===== config.mk =====
export PLATFORM = sky130hd
export DESIGN_NAME = mem_text_streamer_flat
export DESIGN_NICKNAME = d
export VERILOG_FILES = /design/src/rtl/mem_text_streamer_if.sv /design/src/rtl/mem_text_streamer.sv /design/src/flat_wrapper.sv
export SDC_FILE = /design/constraint.sdc
export NUM_CORES = 1
export LEC_CHECK = 0
export CAP_MARGIN = 40
export CORE_AREA = 2 2 112 114
export DETAILED_ROUTE_END_ITERATION = 6
export DIE_AREA = 0 0 114 116
export GPL_TIMING_DRIVEN = 0
export SYNTH_ARGS = -nofsm -noshare
export SYNTH_HDL_FRONTEND = slang
export SYNTH_SLANG_ARGS = --single-unit

===== constraint.sdc =====
create_clock -name clk -period 3.8 [get_ports clk]
set_input_delay 0.76 -clock clk [delete_from_list [all_inputs] [get_ports clk]]
set_output_delay 0.76 -clock clk [all_outputs]
set_load 0.03 [all_outputs]

===== src/rtl/mem_text_streamer_if.sv =====
// rtl/mem_text_streamer_if.sv - memory scan port and byte stream bundle for mem_text_streamer
interface mem_text_streamer_if;
  logic [31:0] scan_addr;
  logic [31:0] scan_data;
  logic [7:0]  byte_out;
  logic        byte_valid;
  logic        byte_ready;

  modport master (
    output scan_addr,
    output byte_out,
    output byte_valid,
    input  scan_data,
    input  byte_ready
  );

  modport slave (
    input  scan_addr,
    input  byte_out,
    input  byte_valid,
    output scan_data,
    output byte_ready
  );
endinterface


===== src/rtl/mem_text_streamer.sv =====
// rtl/mem_text_streamer.sv - walks a word region of data memory and streams its bytes little-endian
module mem_text_streamer #(
  parameter int unsigned BASE_WORD   = 0,
  parameter int unsigned NUM_WORDS   = 128,
  parameter bit          STOP_ON_NUL = 1'b1
) (
  input  logic                  clk,
  input  logic                  rst,
  input  logic                  start,
  mem_text_streamer_if.master   bus,
  output logic                  busy,
  output logic                  done,
  output logic [15:0]           bytes_sent
);

  localparam int IDXW = (NUM_WORDS > 1) ? $clog2(NUM_WORDS) : 1;
  localparam logic [IDXW-1:0] LAST_IDX = IDXW'(NUM_WORDS - 1);

  typedef enum logic [1:0] {
    S_IDLE,
    S_FETCH,
    S_SEND,
    S_DONE
  } state_t;

  state_t          state;
  logic [IDXW-1:0] idx;
  logic [IDXW-1:0] idx_inc;
  logic [1:0]      sel;
  logic [1:0]      next_sel;
  logic [31:0]     word_buf;
  logic [7:0]      next_byte;
  logic            transfer;
  logic [15:0]     sent_inc;

  assign idx_inc   = idx + IDXW'(1);
  assign next_sel  = sel + 2'd1;
  assign next_byte = word_buf[{next_sel, 3'b000} +: 8];
  assign transfer  = bus.byte_valid & bus.byte_ready;
  assign sent_inc  = (bytes_sent == 16'hFFFF) ? bytes_sent : bytes_sent + 16'd1;

  function automatic logic is_nul(input logic [7:0] b);
    return STOP_ON_NUL && (b == 8'h00);
  endfunction

  // byte_out/byte_valid are loaded one step ahead so SEND never looks at byte_ready combinationally
  always_ff @(posedge clk) begin
    if (rst) begin
      state          <= S_IDLE;
      idx            <= '0;
      sel            <= '0;
      word_buf       <= '0;
      bytes_sent     <= '0;
      busy           <= 1'b0;
      done           <= 1'b0;
      bus.byte_out   <= '0;
      bus.byte_valid <= 1'b0;
      bus.scan_addr  <= 32'(BASE_WORD);
    end else begin
      done <= 1'b0;
      case (state)
        S_IDLE: begin
          if (start) begin
            idx           <= '0;
            sel           <= '0;
            bytes_sent    <= '0;
            bus.scan_addr <= 32'(BASE_WORD);
            busy          <= 1'b1;
            state         <= S_FETCH;
          end
        end
        S_FETCH: begin
          word_buf       <= bus.scan_data;
          sel            <= '0;
          bus.byte_out   <= bus.scan_data[7:0];
          bus.byte_valid <= !is_nul(bus.scan_data[7:0]);
          state          <= S_SEND;
        end
        S_SEND: begin
          if (is_nul(bus.byte_out)) begin
            bus.byte_valid <= 1'b0;
            done           <= 1'b1;
            state          <= S_DONE;
          end else if (transfer) begin
            bytes_sent <= sent_inc;
            if (sel != 2'd3) begin
              sel            <= next_sel;
              bus.byte_out   <= next_byte;
              bus.byte_valid <= !is_nul(next_byte);
            end else begin
              bus.byte_valid <= 1'b0;
              if (idx != LAST_IDX) begin
                idx           <= idx_inc;
                bus.scan_addr <= 32'(BASE_WORD) + 32'(idx_inc);
                state         <= S_FETCH;
              end else begin
                done  <= 1'b1;
                state <= S_DONE;
              end
            end
          end
        end
        S_DONE: begin
          busy  <= 1'b0;
          state <= S_IDLE;
        end
        default: state <= S_IDLE;
      endcase
    end
  end

endmodule


===== src/flat_wrapper.sv =====
// flat-port wrapper written by rule: the top's interface ports become plain ports
module mem_text_streamer_flat 
#(
  parameter int unsigned BASE_WORD   = 0,
  parameter int unsigned NUM_WORDS   = 128,
  parameter bit          STOP_ON_NUL = 1'b1
)
  (clk, rst, start, busy, done, bytes_sent, bus_scan_addr, bus_byte_out, bus_byte_valid, bus_scan_data, bus_byte_ready);
  mem_text_streamer_if bus_i ();
  input  logic clk;
  input  logic rst;
  input  logic start;
  output logic busy;
  output logic done;
  output logic [15:0] bytes_sent;
  output wire logic [$bits(bus_i.scan_addr)-1:0] bus_scan_addr;
  output wire logic [$bits(bus_i.byte_out)-1:0] bus_byte_out;
  output wire logic [$bits(bus_i.byte_valid)-1:0] bus_byte_valid;
  input wire logic [$bits(bus_i.scan_data)-1:0] bus_scan_data;
  input wire logic [$bits(bus_i.byte_ready)-1:0] bus_byte_ready;
  assign bus_scan_addr = bus_i.scan_addr;
  assign bus_byte_out = bus_i.byte_out;
  assign bus_byte_valid = bus_i.byte_valid;
  assign bus_i.scan_data = bus_scan_data;
  assign bus_i.byte_ready = bus_byte_ready;
  mem_text_streamer #(.BASE_WORD(BASE_WORD), .NUM_WORDS(NUM_WORDS), .STOP_ON_NUL(STOP_ON_NUL)) u_core (.clk(clk), .rst(rst), .start(start), .bus(bus_i), .busy(busy), .done(done), .bytes_sent(bytes_sent));
endmodule

## After elaboration in Yosys (flattened, before gate mapping)

Cells that the tools add are included.
Widths: inputs -> output; s select.

- $add $sub $neg: 3
- Eq/ne operators: 15
- Shift-type cells: 1
- Mux-type cells: 42
- Bitwise operators: 2
- Reduce and logical (&&, ||, !) cells: 18

Operators by type and width:

| operator | number |
|---|---|
| $mux 32 | 5 |
| $mux 16 | 4 |
| $pmux 32 s2 | 1 |
| $mux 7 | 5 |
| $pmux 16 s2 | 1 |
| $shiftx 32x6->8 | 1 |
| $logic_not 8->1 | 3 |
| $mux 8 | 3 |
| $mux 2 | 9 |
| $add 16x1->16 const B | 1 |
| $eq 16x16->1 const B | 1 |
| $pmux 8 s2 | 1 |
| $pmux 7 s2 | 1 |
| $ne 2x2->1 const B | 5 |
| $reduce_and 5->1 | 2 |
| $mux 1 | 8 |
| $pmux 2 s4 | 1 |
| $add 7x1->7 const B | 1 |
| $ne 7x7->1 const B | 1 |
| $ne 2x1->1 const B | 3 |
| $pmux 2 s3 | 1 |
| $reduce_and 6->1 | 1 |
| $reduce_bool 2->1 | 3 |
| $eq 2x2->1 const B | 2 |
| 14 further kinds | 17 |

- Bits in registers: 102
- Input bits: 36
- Output and inout port bits: 59
- Word-level logic and storage cells: 91

## Longest topological paths before layout

Gate-level depths: netlist (run 1).

- Depth in word-level cells: 8
- Gate-level depth with buffers: 9
- Mapped depth without buffers: 7

## Worst setup path before layout (run 1)

OpenSTA, ideal clock, no wires.

- Kind: input-to-reg
- Start: input port bus_byte_ready
- End: register u_core.bytes_sent[11]
- Library setup time: 73 ps
- Arrival time: 2,053 ps
- Required time: 3,727 ps
- Path slack: 1,674 ps
- Stages on the path: 6
- Buffers on the path: 1
- Path through: nand2_1 > a21o_1 > a211o_1 > buf_2 > or4_1 > a21oi_1

- Word-level cells in the longest chain between the ends: 3

Ends and longest elaborated chain:

| element | RTL line | RTL |
|---|---|---|
| start: declaration | flat_wrapper.sv:20 | `input wire logic [$bits(bus_i.byte_ready)-1:0] bus_byte_ready;` |
| $and 1x1->1 | mem_text_streamer.sv:39 | `assign transfer = bus.byte_valid & bus.byte_ready;` |
| $ne 2x1->1 (no line) | -- |  |
| $reduce_and 5->1 (no line) | -- |  |
| end signal: assignment | mem_text_streamer.sv:85 | `bytes_sent <= sent_inc;` |
| end: declaration | mem_text_streamer.sv:13 | `output logic [15:0] bytes_sent` |

No other way between the ends.
A chain may end at the register's enable or synchronous reset.

## Worst setup path in the final report (run 1)

- Start: register u_core.state[0]
- End: register u_core.bus.scan_addr[6]

- Word-level cells in the longest chain between the ends: 3
- Elaborated cells on any way between the ends: 10
- Classes of those cells: 6 x eq/ne; 1 x mux; 3 x reduce/logical

Ends and longest elaborated chain:

| element | RTL line | RTL |
|---|---|---|
| start: declaration | mem_text_streamer.sv:26 | `state_t state;` |
| start signal: assignment | mem_text_streamer.sv:49 | `state <= S_IDLE;` |
| start signal: assignment | mem_text_streamer.sv:69 | `state <= S_FETCH;` |
| start signal: assignment | mem_text_streamer.sv:77 | `state <= S_SEND;` |
| $eq 2x2->1 / $logic_not 2->1 (equally long branches) | mem_text_streamer.sv:61 | `case (state)` |
| $ne 2x1->1 (no line), or another cell as far along | -- |  |
| $reduce_and 6->1 (no line) | -- |  |
| end signal: assignment | mem_text_streamer.sv:58 | `bus.scan_addr <= 32'(BASE_WORD);` |
| end signal: assignment | mem_text_streamer.sv:67 | `bus.scan_addr <= 32'(BASE_WORD);` |
| end signal: assignment | mem_text_streamer.sv:94 | `bus.scan_addr <= 32'(BASE_WORD) + 32'(idx_inc);` |
| end: declaration | mem_text_streamer_if.sv:10 | `output scan_addr,` |

Several ways; a longest one is shown, not always the timed one.

==> out/metrics.cfg, run 1 <==
[sta]
fmax_ghz = 0.379
setup_ws_ns = 1.16
hold_violations = 0
setup_viol = 0
skew_ns = 0.00953
period_share = 0.695
fin_tns_setup_ns = 0
worst_pin_slew_ns = 0.869
finalMaxSlewViolations = 0
max-slew-margin-rel = 0.420
rsz0062_at_grt = false
layout_min_cycle_time_ns = 2.64

[routing]
routed_wl_um = 9160
drt_first_pass_iters = 4
wl_per_cell_um = 14.4
vias = 3207
drc = 0
ant_nets = 0
drt-vias-per-instance = 5.03
drt-initial-drc-count = 177

[synth]
synth_area_um2 = 3530
synth_area_per_cell_um2 = 9.22
synth_edf_count = 0
synthFlopType = dfxtp_1
synth_cells = 383
seq_area_frac_synth = 0.397
synth.ff_latch_count = 70
ys_types = 42
ys_warn_count = 0
synthArstFlopShare = 0

[clocking]
cts_htree_levels = 3
postCtsHoldBufs = 0
cts_resized = 0
cts_setup_buffers = 0
clkLatencyLatePin_ns = 0.33
cts_tree = done
cts_buffers = 9
clock_sinks = 70
cts_buffer_depth = 2
clk_pin_slew_ns = 0.07
clockRootBuffer = clkbuf_16

[finish]
drive_above_1_share = 0.122
stdcell_area_um2 = 4790
fill_cells = 1193
syn_to_final_growth_pct = 35.6
insertedDiodeCount = 0
design.final.nets = 530

[critical_path]
cp-start-kind = flip-flop
crit_type = reg -> reg
r2r_cells = 7
rrSetupSlack_ns = 1.16
path_cells = inv_1, ha_1, buf_2, clkbuf_1, o21bai_1, clkbuf_1, nor2_1
cpMostUsedCell = clkbuf_1
r2r_start = u_core.state[0]$_SDFFE_PP0P_
slowest_stage = o21bai_1
worst_r2r_endpoint = u_core.bus.scan_addr[6]$_SDFFE_PP0P_
path_max_fanout = 10
cp.required_ns = 4.00
crit_path_end_kind = flip-flop
cp_slowest_stage_delay_ns = 0.78
critPathArrivalTime_ns = 2.84

[power]
ir_drop_mv = 0.365
powerDensity_nw_per_um2 = 654
switchingPower_w = 0.00127
swShare = 0.405
pwr-share-clk = 0.269
p_seq_frac = 0.318
p_int_w = 0.00186
comb_power_share = 0.413
power.leakage_nw = 1.79

[hold_path]
min_delay_path_depth = 2
whs_endpoint = u_core.word_buf[9]$_SDFFE_PP0P_
hp-start = u_core.word_buf[9]$_SDFFE_PP0P_
worstHoldPathType = reg -> reg

[floorplan]
design.core.area_um2 = 11900
rows = 40
dieHeight_um = 116
dieArea_um2 = 13200
io_pins = 95
die_w_um = 114
start_util = 0.297

[place]
port_buffers = 68
pre_cts_ws_ns = 0.888
gp_congestion = 0.806
placed_cell_area_um2 = 4490
dp_hpwl_um = 6950

[global_routing]
grt_pass1_vias = 3004
antenna_found_initial = 0
grt_start_max_net_pins = 17
grt_overflow = 0
grt_first_pass_wirelength_um = 14600
grt.total_usage = 0.138

[flow_run]
maxCapViolations = 0

[run_status]
outcome = finished clean

-- registers in the layout, indices dropped and copies added (netlist names) --
| signal | count |
|---|---|
| u_core.bus.byte_out | 8 |
| u_core.word_buf | 32 |
| u_core.bus.scan_addr | 7 |
| u_core.bus.byte_valid | 1 |
| u_core.sel | 2 |
| u_core.bytes_sent | 16 |
| u_core.busy | 1 |
| u_core.state | 2 |
| u_core.done | 1 |
-- metrics by stage --
step,utilization,power (W),std cells,hold slack (ns)
after floorplan,-,0.00191,407,0.455
after global placement,0.377,0.00228,622,0.468
final,0.402,0.00313,638,0.491
after CTS,0.402,0.00316,638,0.499
after global routing,0.402,0.00333,638,0.524
after detailed placement,0.377,0.00230,622,0.482
-- worst max-delay path by stage --
stage / from / endpoint / slack [ns] / cells after the start
2_1_floorplan: bus_byte_ready / u_core.bytes_sent[11]$_SDFFE_PP0P_ / 1.67 / 6
3_3_place_gp: bus_byte_ready / u_core.bus.byte_out[5]$_SDFFE_PP0P_ / 0.96 / 7
3_5_place_dp: start / u_core.bus.scan_addr[6]$_SDFFE_PP0P_ / 0.89 / 5
4_1_cts: u_core.state[0]$_SDFFE_PP0P_ / u_core.bus.scan_addr[6]$_SDFFE_PP0P_ / 1.07 / 7
5_1_grt: u_core.state[0]$_SDFFE_PP0P_ / u_core.bus.scan_addr[6]$_SDFFE_PP0P_ / 0.98 / 7
6_report: u_core.state[0]$_SDFFE_PP0P_ / u_core.bus.scan_addr[6]$_SDFFE_PP0P_ / 1.16 / 7
-- synth_stat cells (all sizes together) (2+ instances only) --
master,n,area [um^2]
dfxtp,70,1400
nor3,4,20.0
a21oi,23,115
and3,6,37.5
o21a,2,15.0
ha,8,100
and2,2,12.5
o21ai,13,65.1
or3,2,12.5
clkbuf,15,56.3
nor4,7,43.8
a211oi,9,67.6
nor2,53,199
nand4,7,43.8
inv,5,18.8
o31ai,14,105
buf,32,223
nand2,15,56.3
mux4,8,180
mux2i,40,400
a31oi,4,25.0
or4,17,128
a41oi,2,17.5
a21o,2,15.0
nand3,7,35.0
-- critical path, delay by kind of cell (launching register included) --
kind,cells,cell delay (ns)
AOI/OAI and AO/OA,1,0.78
DFF,1,0.40
and+or+nand+nor,1,0.10
buffers and inverters,4,1.02
adders and majority gates,1,0.20
-- cell usage in the layout, fill, tap and decap left out, types with 2 or more instances in the layout --
master	count
and2_1	2
nor2_1	53
inv_6	2
o21ai_0	13
a21o_1	2
inv_8	3
a31oi_1	4
buf_2	7
a21oi_1	23
ha_1	8
buf_4	25
inv_1	5
nor3_1	4
nand3_1	7
dfxtp_1	70
and3_1	6
o21a_1	2
or3_1	2
or4_1	17
o31ai_1	14
mux4_2	8
nor4_1	7
conb_1	25
nand2_1	15
mux2i_1	40
a211oi_1	9
clkbuf_16	9
a41oi_1	2
nand4_1	7
clkbuf_1	15
clkdlybuf4s50_1	68
-- power by group through the flow --
| stage | Clock [W] | Sequential, W | Combinational [W] |
|---|---|---|---|
| after detailed placement | 0 | 0.00101 | 0.00129 |
| after CTS | 0.000863 | 0.000994 | 0.00130 |
| after floorplan | 0 | 0.00108 | 0.000835 |
| after global routing | 0.000895 | 0.00101 | 0.00142 |
| final | 0.000843 | 0.000994 | 0.00129 |
| after global placement | 0 | 0.00100 | 0.00127 |
-- logic make-up after synthesis --
kind of cell / synth area share
fa+ha+maj: 0.0283
simple gates: 0.174
compound gates: 0.148
other cells: 0.00106
mux: 0.168
flops: 0.397
buf+inv: 0.0843
-- metal layers --
layer	vias to the layer above	share of wire	GRT usage
met5	-	0	0
met4	0	0.0069	0.0439
met3	4	0.068	0.0371
met2	103	0.49	0.250
met1	1525	0.44	0.158
li1	1575	-	-
-- cell type report --
cell class	instances	area, um^2	share of cell area
multi-input combinational	285	1920	0.402
sequential	70	1400	0.293
timing repair buffer	68	681	0.142
buffer	47	279	0.0583
clock buffer	9	225	0.0470
tap	147	184	0.0384
clock inverter	7	76.3	0.0159
inverter	5	18.8	0.00392
Note: power is estimated with default switching activity, not from simulation.
==> inputs of run 2 (changes only) <==
==> constraint.sdc (replaced) <==
create_clock -name clk -period 2.2 [get_ports clk]
set_input_delay 0.44 -clock clk [delete_from_list [all_inputs] [get_ports clk]]
set_output_delay 0.44 -clock clk [all_outputs]
set_load 0.03 [all_outputs]
==> out/metrics.cfg, run 2 (synthesis results as in run 1) <==
[run_status]
outcome = finished clean

[clocking]
clock_sinks = 70  ; unchanged
clk_pin_slew_ns = 0.07  ; about the same
clkLatencyLatePin_ns = 0.33  ; about the same
cts_buffer_depth = 2  ; unchanged
cts_htree_levels = 3  ; unchanged
clockRootBuffer = clkbuf_16
postCtsHoldBufs = 0  ; unchanged
cts_tree = done
cts_buffers = 9  ; unchanged

[routing]
vias = 3212  ; +0.16%
drt-initial-drc-count = 186  ; +5.1%
drt-vias-per-instance = 5.02  ; -0.16%
wl_per_cell_um = 14.4  ; +0.54%
drt_first_pass_iters = 4  ; unchanged
routed_wl_um = 9240  ; +0.85%
ant_nets = 0  ; unchanged
drc = 0  ; unchanged

[finish]
final_common_cell = dfxtp_1
design.final.nets = 532  ; +0.38%
syn_to_final_growth_pct = 38.0
largest-register = u_core.word_buf
stdcell_area_um2 = 4880  ; +1.8%
fill_cells = 1187  ; -0.50%
insertedDiodeCount = 0  ; unchanged
largest_reg_flops = 32  ; unchanged
fin_cells = 640  ; +0.31%
drive_above_1_share = 0.154  ; +0.0320
reg.largest.list = u_core.word_buf: 32 flops, u_core.bytes_sent: 16 flops, u_core.bus.byte_out: 8 flops
layout_common_cells = dfxtp_1, clkdlybuf4s50_1, nor2_1

[place]
placed_cell_area_um2 = 4490  ; unchanged
gp_congestion = 0.806  ; unchanged
port_buffers = 68  ; unchanged
place_inst = 622  ; unchanged
dp_hpwl_um = 6950  ; unchanged
pre_cts_ws_ns = -0.538  ; -1.43 ns

[hold_path]
worstHoldPathType = reg -> reg
min_delay_path_depth = 2  ; unchanged

[critical_path]
critPathArrivalTime_ns = 2.32  ; -0.52 ns
cp-start-kind = flip-flop
cp.required_ns = 2.46  ; -1.54 ns
r2r_cells = 7  ; unchanged
path_max_fanout = 10  ; unchanged
crit_path_end_kind = flip-flop
crit_type = reg -> reg

[sta]
setup_ws_ns = 0.140  ; -1.02 ns
max-slew-margin-rel = 0.490  ; +0.0705
setup_viol = 0  ; unchanged
finalMaxSlewViolations = 0  ; unchanged
fin_tns_setup_ns = 0  ; unchanged
worst_pin_slew_ns = 0.765  ; -0.104 ns
period_share = 0.936  ; +0.242
skew_ns = 0.00874  ; -0.000783 ns
layout_min_cycle_time_ns = 2.06  ; -0.579 ns
hold_violations = 0  ; unchanged
fmax_ghz = 0.485  ; +28%

[power]
powerDensity_nw_per_um2 = 1140  ; +74%
p_int_w = 0.00330  ; +77%
switchingPower_w = 0.00225  ; +77%
p_seq_frac = 0.313  ; -0.005
ir_drop_mv = 0.630  ; +73%
power.leakage_nw = 1.84  ; +2.7%
comb_power_share = 0.423  ; +0.010
power_w = 0.00554  ; +77%
swShare = 0.405  ; about the same
pwr-share-clk = 0.264  ; -0.005

[floorplan]
dieArea_um2 = 13200  ; unchanged
io_pins = 95  ; unchanged
rows = 40  ; unchanged
dieHeight_um = 116  ; unchanged
die_w_um = 114  ; unchanged
start_util = 0.297  ; unchanged
design.core.area_um2 = 11900  ; unchanged

[global_routing]
grt_start_max_net_pins = 17  ; unchanged
grt_first_pass_wirelength_um = 14600  ; about the same
grt_pass1_vias = 3000  ; -0.13%
grt_overflow = 0  ; unchanged
antenna_found_initial = 1  ; +1
grt.total_usage = 0.138  ; about the same

[flow_run]
maxCapViolations = 0  ; unchanged

[run 2: final cells by class]
| type | count | area, um^2 | share of cell area |
|---|---|---|---|
| well taps | 147 | 184 | 0.0377 |
| multi-input cells | 285 | 1980 | 0.406 |
| clock inverters | 7 | 76.3 | 0.0157 |
| inverters | 5 | 18.8 | 0.00385 |
| flip-flops and latches | 70 | 1400 | 0.288 |
| clock buffers | 9 | 225 | 0.0462 |
| repair buffers | 71 | 706 | 0.145 |
| plain buffers | 46 | 283 | 0.0580 |
[run 2: metal layers]
layer  vias to the layer above  wire [um]  GRT usage
met3                         6        557     0.0371
met5                         -         11          0
li1                       1581          -          -
met4                         2         63     0.0439
met1                      1528       4050      0.158
met2                        95       4560      0.250
[run 2: path summary, 6_finish.rpt]
check | startpoint | to | slack, ns
min | u_core.word_buf[9]$_SDFFE_PP0P_ | u_core.word_buf[9]$_SDFFE_PP0P_ | 0.49
min reg2reg | u_core.word_buf[9]$_SDFFE_PP0P_ | u_core.word_buf[9]$_SDFFE_PP0P_ | 0.49
max | u_core.state[0]$_SDFFE_PP0P_ | u_core.bytes_sent[6]$_SDFFE_PP0P_ | 0.14
max reg2reg | u_core.state[0]$_SDFFE_PP0P_ | u_core.bytes_sent[6]$_SDFFE_PP0P_ | 0.14
[run 2: critical path: stages, from the launching register on]
cell and delay (ns):
dfxtp_1 0.42, inv_2 0.08, ha_2 0.24, nor2b_4 0.16
a211o_1 0.25, buf_2 0.18, or4_1 0.52, a21oi_1 0.15
[run 2: metrics by stage]
step / utilization / hold slack [ns]
floorplan: - / 0.455
global placement: 0.377 / 0.468
detailed placement: 0.377 / 0.482
CTS: 0.402 / 0.499
global route: 0.409 / 0.518
finish: 0.409 / 0.492
[run 2: power by group through the flow]
stage | Clock, W | Combinational [W] | Sequential, W
after floorplan | 0 | 0.00144 | 0.00186
after global placement | 0 | 0.00220 | 0.00173
after detailed placement | 0 | 0.00224 | 0.00175
after CTS | 0.00149 | 0.00225 | 0.00172
after global routing | 0.00154 | 0.00258 | 0.00176
final | 0.00146 | 0.00235 | 0.00173
[run 2: what timing repair did]
item                       CTS  global route
resized for setup            3            18
gates cloned                 0             0
pin swaps                    0             1
buffers inserted             0             3
setup endpoints to repair   23            37
